**config.mk**
```make
export PLATFORM = sky130hd
export DESIGN_NAME = pipe_sequencer
export DESIGN_NICKNAME = d
export VERILOG_FILES = /design/src/rtl/pipe_sequencer.sv
export SDC_FILE = /design/constraint.sdc
export NUM_CORES = 1
export LEC_CHECK = 0
export ABC_CLOCK_PERIOD_IN_PS = 1900
export BUFFER_PORTS_ARGS = -buffer_cell sky130_fd_sc_hd__buf_2
export CORE_UTILIZATION = 35
export CTS_CLUSTER_SIZE = 14
export DETAILED_ROUTE_END_ITERATION = 7
export GPL_ROUTABILITY_DRIVEN = 0
export GPL_TIMING_DRIVEN = 0
export PLACE_DENSITY = 0.58
export RECOVER_POWER = 100
export SLEW_MARGIN = 20
export SYNTH_ARGS = -nofsm -noshare
export SYNTH_HDL_FRONTEND = slang
export SYNTH_SLANG_ARGS = --single-unit
```
**constraint.sdc**
```tcl
create_clock -name clk -period 1.9 [get_ports clk]
set_input_delay 0.38 -clock clk [delete_from_list [all_inputs] [get_ports clk]]
set_output_delay 0.38 -clock clk [all_outputs]
set_load 0.05 [all_outputs]
```
**src/rtl/pipe_sequencer.sv**
```systemverilog
// pipe_sequencer: pipeline control sequencer for a five-stage in-order core.
// Resolves load-use stalls, taken-branch flushes, memory freezes and the HLT
// drain/stop sequence, and keeps saturating stall/flush performance counters.
//
// Ports:
//   clk, rst                 clock, asynchronous active-high reset
//   hazard_stall             load-use hazard for the instruction in ID
//   branch_taken             branch in ID resolved taken
//   id_hlt / wb_hlt          HLT present in ID / HLT reached WB
//   dmem_busy                data memory not ready, freeze everything
//   pc_we, if_id_we          front-end write enables
//   if_id_flush              IF/ID loads a NOP
//   id_ex_bubble             ID/EX loads zeroed controls
//   back_we                  shared enable for ID/EX, EX/MEM, MEM/WB
//   halted, state            processor stopped / FSM state (RUN=0, DRAIN=1, HALTED=2)
//   stall_cnt, flush_cnt     saturating performance counters
module pipe_sequencer #(
  parameter int unsigned CNT_W = 16
) (
  input  logic             clk,
  input  logic             rst,
  input  logic             hazard_stall,
  input  logic             branch_taken,
  input  logic             id_hlt,
  input  logic             wb_hlt,
  input  logic             dmem_busy,
  output logic             pc_we,
  output logic             if_id_we,
  output logic             if_id_flush,
  output logic             id_ex_bubble,
  output logic             back_we,
  output logic             halted,
  output logic [1:0]       state,
  output logic [CNT_W-1:0] stall_cnt,
  output logic [CNT_W-1:0] flush_cnt
);

  typedef enum logic [1:0] {
    RUN     = 2'd0,
    DRAIN   = 2'd1,
    HALTED  = 2'd2,
    ILLEGAL = 2'd3
  } state_e;

  localparam logic [CNT_W-1:0] CNT_MAX = '1;

  state_e           state_q, state_d;
  logic             stall_prev_q, stall_prev_d;
  logic [CNT_W-1:0] stall_cnt_q, stall_cnt_d;
  logic [CNT_W-1:0] flush_cnt_q, flush_cnt_d;
  logic             eff_stall;

  // Next-state, counter updates and combinational control outputs
  always_comb begin
    state_d      = state_q;
    stall_prev_d = stall_prev_q;
    stall_cnt_d  = stall_cnt_q;
    flush_cnt_d  = flush_cnt_q;
    pc_we        = 1'b0;
    if_id_we     = 1'b0;
    if_id_flush  = 1'b0;
    id_ex_bubble = 1'b0;
    back_we      = 1'b0;
    halted       = 1'b0;

    // A stall is never taken two cycles running; only meaningful in RUN
    eff_stall = (state_q == RUN) & hazard_stall & ~stall_prev_q & ~dmem_busy;

    // stall_prev freezes with the rest of the pipe while memory is busy
    if (!dmem_busy) begin
      stall_prev_d = eff_stall;
    end

    case (state_q)
      RUN: begin
        if (dmem_busy) begin
          // full freeze: every enable stays low
        end else if (eff_stall) begin
          id_ex_bubble = 1'b1;
          back_we      = 1'b1;
          stall_cnt_d  = (stall_cnt_q == CNT_MAX) ? stall_cnt_q : stall_cnt_q + CNT_W'(1);
        end else if (id_hlt) begin
          // HLT beats a same-cycle taken branch; that flush is not counted
          if_id_we    = 1'b1;
          if_id_flush = 1'b1;
          back_we     = 1'b1;
          state_d     = DRAIN;
        end else if (branch_taken) begin
          pc_we       = 1'b1;
          if_id_we    = 1'b1;
          if_id_flush = 1'b1;
          back_we     = 1'b1;
          flush_cnt_d = (flush_cnt_q == CNT_MAX) ? flush_cnt_q : flush_cnt_q + CNT_W'(1);
        end else begin
          pc_we    = 1'b1;
          if_id_we = 1'b1;
          back_we  = 1'b1;
        end
      end
      DRAIN: begin
        // keep feeding NOPs behind the HLT until it retires
        if_id_we    = 1'b1;
        if_id_flush = 1'b1;
        back_we     = ~dmem_busy;
        if (wb_hlt && !dmem_busy) begin
          state_d = HALTED;
        end
      end
      HALTED: begin
        halted = 1'b1;
      end
      default: begin
        state_d = RUN;
      end
    endcase

    // Reset forces the free-running enable pattern regardless of inputs
    if (rst) begin
      pc_we        = 1'b1;
      if_id_we     = 1'b1;
      back_we      = 1'b1;
      if_id_flush  = 1'b0;
      id_ex_bubble = 1'b0;
      halted       = 1'b0;
    end
  end

  // State and counter registers
  always_ff @(posedge clk or posedge rst) begin
    if (rst) begin
      state_q      <= RUN;
      stall_prev_q <= 1'b0;
      stall_cnt_q  <= '0;
      flush_cnt_q  <= '0;
    end else begin
      state_q      <= state_d;
      stall_prev_q <= stall_prev_d;
      stall_cnt_q  <= stall_cnt_d;
      flush_cnt_q  <= flush_cnt_d;
    end
  end

  assign state     = state_q;
  assign stall_cnt = stall_cnt_q;
  assign flush_cnt = flush_cnt_q;

endmodule
```
---- Word-level counts from Yosys, hierarchy flattened ----
Index checks and enable logic that the tools add are counted.
word-level totals
  bits in registers ....................... 35
  input port bits ......................... 7
  output and inout port bits .............. 40
  logic and storage cells ................. 59
operators by class
  $add $sub $neg .......................... 2
  equality and inequality tests ........... 8
  muxes and demuxes ....................... 29
  bitwise operators ....................... 10
  reduce and logical (&&, ||, !) cells .... 6
operator list
  kind                   number
  $add 16x1->16 const B  2
  $eq 16x16->1 const B   2
  $mux 1                 21
  $mux 2                 4
  $ne 2x2->1 const B     4
  $not 1->1              7
  $pmux 1 s2             3
  $pmux 2 s3             1
  $reduce_and 6->1       1
  $reduce_and 5->1       1
  $reduce_and 4->1       1
  $and 1x1->1            3
  $eq 2x1->1 const B     1
  $eq 2x2->1 const B     1
  $logic_not 2->1        1
  $logic_and 1x1->1      1
  $logic_not 1->1        1

---- Longest topological paths before layout ----
  word-level depth ........................ 8
  depth in mapped cells ................... 6

---- Worst setup path after synthesis ----
OpenSTA, ideal clock, no wires.
  path kind ............................... register -> output
  from .................................... reg state_q[0] (netlist: state[0])
  to ...................................... out pc_we
  arrival time ............................ 2.406 ns
  required time ........................... 1.520 ns
  path slack .............................. -0.886 ns
  cell stages (with the launch flop) ...... 4
  path buffers ............................ 0
  path through ............................ dfrtp_1 > nor3_1 > nand2_1 > o21ai_0
on the way
  word-level cells in the longest chain between the ends .. 8
ends and longest elaborated chain
  item                       RTL line  text
  from (decl)                47        state_e state_q, state_d;
  from (signal assigned)     136       state_q <= state_d;
  $logic_not 2->1 (*)        67, 74
  $and 1x1->1 (3 in series)  67        eff_stall = (state_q == RUN) & hazard_stall & ~stall_prev_q & ~dmem_busy;
  $mux 1                     78        end else if (eff_stall) begin
  $mux 1                     76        if (dmem_busy) begin
  $mux 1 (*)                 74        case (state_q)
  $mux 1 (*)                 118       if (rst) begin
  to (decl)                  27        output logic pc_we,
Every way passes the cells marked *; elsewhere a longest branch is shown, timed or not.

---- Worst setup path after layout ----
  from .................................... reg state_q[1] (netlist: state[1])
  to ...................................... reg flush_cnt_q[11] (netlist: flush_cnt[11])
on the way
  word-level cells in the longest chain between the ends .. 6
ends and longest elaborated chain
  item                            RTL line  text
  $logic_not 2->1 (*)             67, 74
  $and 1x1->1 (3 in series)       67
  $not 1->1 (no line)             --
  $reduce_and 6->1 (no line) (*)  --
  to (signal assigned)            139       flush_cnt_q <= flush_cnt_d;
  to (decl)                       50        logic [CNT_W-1:0] flush_cnt_q, flush_cnt_d;
Marked as above.
A chain may end at the register's enable or synchronous reset.

==> impl_metrics.prom <==
# TYPE chip_impl_metric gauge
chip_impl_info{name="run_status",value="finished clean"} 1
chip_impl_info{name="crit_type",value="register to register"} 1
chip_impl_metric{name="power_density",unit="mW/mm²"} 1060
chip_impl_metric{name="detail_route.drc_violations",unit=""} 0
chip_impl_metric{name="initial_core_util",unit="%"} 37.5
chip_impl_metric{name="die_h",unit="µm"} 74.3
chip_impl_metric{name="postSynthNetCount",unit=""} 185
chip_impl_metric{name="grt_antenna_before_repair",unit=""} 0
chip_impl_metric{name="final_nets",unit=""} 254
chip_impl_info{name="synth_area_leader_cell",value="sky130_fd_sc_hd__dfrtp_1"} 1
chip_impl_info{name="cts_tree",value="yes"} 1
chip_impl_metric{name="asyncSetResetFlopFracSynth",unit="%"} 100
chip_impl_metric{name="wire_length_of_the_first_global_routing_pass",unit="mm"} 7.05
chip_impl_metric{name="syn_inst",unit=""} 176
chip_impl_metric{name="power.leakage",unit="nW"} 1.22
chip_impl_metric{name="final-max-slew-violation-count",unit=""} 0
chip_impl_info{name="critical_path_origin",value="state[1]"} 1
chip_impl_metric{name="drt-met1-wl",unit="mm"} 2.09
chip_impl_metric{name="top_level_ports",unit=""} 47
chip_impl_metric{name="achievable-frequency",unit="MHz"} 538
chip_impl_metric{name="finalSetupViolations",unit=""} 0
chip_impl_metric{name="antenna_cells",unit=""} 0
chip_impl_info{name="yosys-top-cells-area",value="sky130_fd_sc_hd__dfrtp_1 (48%), sky130_fd_sc_hd__xor2_1 (11%), sky130_fd_sc_hd__nand4_1 (3.8%)"} 1
chip_impl_metric{name="synth-seq-cells",unit=""} 35
chip_impl_metric{name="via_count_of_the_first_global_routing_pass",unit=""} 1431
chip_impl_metric{name="crit_path_max_fanout",unit=""} 5
chip_impl_info{name="regToRegStartpoint",value="state[1]"} 1
chip_impl_metric{name="post-route-min-period",unit="ns"} 1.86
chip_impl_metric{name="fin_ws",unit="ns"} 0.0430
chip_impl_metric{name="grt_start_max_net_pins",unit=""} 20
chip_impl_metric{name="post-dp-hpwl",unit="mm"} 2.94
chip_impl_info{name="synth.cells.most_frequent",value="sky130_fd_sc_hd__dfrtp_1 (35), sky130_fd_sc_hd__xor2_1 (22), sky130_fd_sc_hd__nand2_1 (14)"} 1
chip_impl_metric{name="yosysUniqueCellTypes",unit=""} 34
chip_impl_metric{name="routed-via-count",unit=""} 1590
chip_impl_metric{name="placedInstanceArea",unit="mm²"} 0.00223
chip_impl_info{name="start_kind",value="register"} 1
chip_impl_metric{name="insertion_delay",unit="ns"} 0.29
chip_impl_info{name="synth_most_common_cell",value="sky130_fd_sc_hd__dfrtp_1"} 1
chip_impl_metric{name="postSynthAreaPerCell",unit="µm²"} 10.4
chip_impl_info{name="hold_class",value="input port to async pin"} 1
chip_impl_metric{name="cts_max_path_buffers",unit=""} 2
chip_impl_metric{name="wl_met3",unit="µm"} 191
chip_impl_metric{name="postLayoutCoreUtil",unit="%"} 50.5
chip_impl_metric{name="ctsHoldBuffers",unit=""} 0
chip_impl_metric{name="number_of_flops_mapped_to_enable_cells_by_yosys",unit=""} 0
chip_impl_metric{name="critical_path_rt",unit="ns"} 2.10
chip_impl_metric{name="firstDrtPassIters",unit=""} 4
chip_impl_metric{name="yosysTopAreaCellShare",unit="%"} 47.9
chip_impl_metric{name="skew",unit="ns"} 0.0127
chip_impl_metric{name="timing.slew.headroom",unit="%"} 37.5
chip_impl_metric{name="port-buffer-count",unit=""} 46
chip_impl_metric{name="fraction_of_the_cycle_the_final_worst_path_needs",unit="%"} 97.7
chip_impl_metric{name="post_route_cells_drive_above_1_share",unit="%"} 45.5
chip_impl_metric{name="gr-total-overflow",unit=""} 0
chip_impl_metric{name="final_antenna_net_count",unit=""} 0
chip_impl_metric{name="cts_made_buffers",unit=""} 5
chip_impl_metric{name="drt_iter0_drc",unit=""} 89
chip_impl_metric{name="report.power.total",unit="mW"} 2.61
chip_impl_metric{name="stdcell_area",unit="mm²"} 0.00246
chip_impl_metric{name="total_routed_length",unit="mm"} 4.36
chip_impl_metric{name="clkSlewWorstSetupHoldPaths",unit="ns"} 0.08
chip_impl_metric{name="crit_arrival",unit="ns"} 2.06
chip_impl_metric{name="wl_met2",unit="mm"} 2.02
chip_impl_metric{name="nFillCells",unit=""} 479
chip_impl_metric{name="preCtsSetupSlack",unit="ns"} -0.358
chip_impl_metric{name="clkSinkCount",unit=""} 35
chip_impl_info{name="rsz0062_at_grt",value="true"} 1
chip_impl_info{name="top_signal_layer_used",value="met4"} 1
chip_impl_metric{name="via_per_inst",unit=""} 5.08
chip_impl_metric{name="synth.yosys.warnings",unit=""} 0
chip_impl_metric{name="synthesis.area",unit="mm²"} 0.00183
chip_impl_metric{name="part_of_the_yosys_area_used_for_sequential_elements",unit="%"} 47.9
chip_impl_info{name="primary_flip_flop_cell_chosen_by_synthesis_mapping",value="sky130_fd_sc_hd__dfrtp_1"} 1
chip_impl_metric{name="cts.htree.levels",unit=""} 2
chip_impl_metric{name="die_area",unit="mm²"} 0.00552
chip_impl_metric{name="fp.dieW",unit="µm"} 74.3
chip_impl_metric{name="finalHoldViolCount",unit=""} 0
chip_impl_metric{name="max_rail_drop_vdd",unit="mV"} 0.908
chip_impl_metric{name="avgRoutedWirePerCell",unit="µm"} 13.9
chip_impl_info{name="clk_root_buffer_cell",value="sky130_fd_sc_hd__clkbuf_8"} 1
chip_impl_metric{name="drv_cap",unit=""} 0
chip_impl_metric{name="setup-tns-final",unit="ns"} 0
chip_impl_metric{name="fp-row-count",unit=""} 25
chip_impl_metric{name="grtUsageTotal",unit="%"} 17.2
chip_impl_metric{name="placeableCoreArea",unit="mm²"} 0.00488
chip_impl_metric{name="pin_slew_with_the_least_headroom_to_its_limit",unit="ns"} 0.932
chip_impl_metric{name="area_growth",unit="%"} 34.6
chip_impl_info{name="cp-end-kind",value="register"} 1
timing repair:
action | in CTS | in global routing
gates cloned | 1 | 0
setup buffers | 2 | 14
resized for setup | 8 | 2
setup endpoints to repair | 10 | 22
pin swaps | 1 | 3
final cells by class:
type	instances	area [µm²]	area share [%]
inverters	4	16.3	0.661
repair buffers	62	352	14.3
multi-input cells	135	1010	40.9
flip-flops and latches	35	907	36.8
clock buffers	8	80.1	3.25
well taps	67	83.8	3.40
plain buffers	1	11.3	0.457
repair inverters	1	5.00	0.203
path summary, 6_finish.rpt:
path	cells after the start	to	slack, ns
max in group asynchronous	3	stall_cnt[12]	1.05
worst min-delay path	3	state[1]	0.31
min in group clk	3	stall_prev_q	0.38
worst min register to register	1	flush_cnt[10]	0.49
worst max-delay path	4	flush_cnt[11]	0.04
worst max register to register	4	flush_cnt[11]	0.04
state kept, by name, summed over array words and instances (netlist names):
signal / cells
state: 2
stall_prev_q: 1
flush_cnt: 16
stall_cnt: 16
routing by layer:
metal / global-route usage, % / vias to the layer above
met5: 0 / -
met4: 6.29 / 0
met3: 4.34 / 5
met2: 26.1 / 41
met1: 23.9 / 768
li1: - / 776
stage by stage:
stage | hold slack (ns) | std cells
after detailed placement | 0.485 | 289
final | 0.311 | 313
after CTS | 0.186 | 300
after global routing | 0.340 | 313
after global placement | 0.476 | 289
after floorplan | 0.350 | 176
critical path, cell delays in order, from the launching register on:
cell and delay, ns:
sky130_fd_sc_hd__dfrtp_4 0.52, sky130_fd_sc_hd__or3_4 0.37, sky130_fd_sc_hd__or4b_4 0.55, sky130_fd_sc_hd__nor3_2 0.15, sky130_fd_sc_hd__xor2_1 0.17
cells by family (layout without fill, tap and decap cells):
kind of cell / count (synthesis) / count (layout) / synth area share [%]
simple gates: 87 / 87 / 28.5
flops: 35 / 35 / 47.9
xor+xnor: 28 / 28 / 13.4
compound gates: 14 / 14 / 5.20
buf+inv: 6 / 76 / 1.30
mux: 4 / 4 / 2.39
fa+ha+maj: 2 / 2 / 1.37
where the power goes:
part	switching, mW	internal, mW
combinational	0.745	0.314
clock	0.262	0.260
sequential	0.155	0.874
layout by cell type (no fill, tap or decap), types with 2 or more instances in the layout:
cell / synthesis / routed
sky130_fd_sc_hd__nand2b_1: 5 / 5
sky130_fd_sc_hd__xor2_1: 22 / 22
sky130_fd_sc_hd__and2_1: 2 / 2
sky130_fd_sc_hd__o21ai_2: 0 / 3
sky130_fd_sc_hd__and3_1: 4 / 4
sky130_fd_sc_hd__nor4_4: 1 / 2
sky130_fd_sc_hd__mux2_2: 3 / 3
sky130_fd_sc_hd__o21ai_0: 5 / 2
sky130_fd_sc_hd__nor2_1: 11 / 10
sky130_fd_sc_hd__nand3_1: 11 / 11
sky130_fd_sc_hd__buf_6: 0 / 2
sky130_fd_sc_hd__dfrtp_1: 35 / 12
sky130_fd_sc_hd__clkinvlp_2: 0 / 2
sky130_fd_sc_hd__ha_1: 2 / 2
sky130_fd_sc_hd__nor3_1: 6 / 4
sky130_fd_sc_hd__buf_2: 1 / 44
sky130_fd_sc_hd__dfrtp_2: 0 / 22
sky130_fd_sc_hd__clkbuf_8: 0 / 5
sky130_fd_sc_hd__nor3_4: 0 / 3
sky130_fd_sc_hd__a21oi_1: 3 / 3
sky130_fd_sc_hd__xnor2_1: 6 / 6
sky130_fd_sc_hd__clkbuf_1: 1 / 5
sky130_fd_sc_hd__and4_1: 4 / 4
sky130_fd_sc_hd__nor4_1: 7 / 7
sky130_fd_sc_hd__a211oi_1: 3 / 3
sky130_fd_sc_hd__nand4_1: 11 / 11
sky130_fd_sc_hd__nor3_2: 3 / 2
sky130_fd_sc_hd__buf_4: 0 / 14
sky130_fd_sc_hd__inv_1: 4 / 3
sky130_fd_sc_hd__nand2_1: 14 / 13
Note: power is estimated with default switching activity, not from simulation.
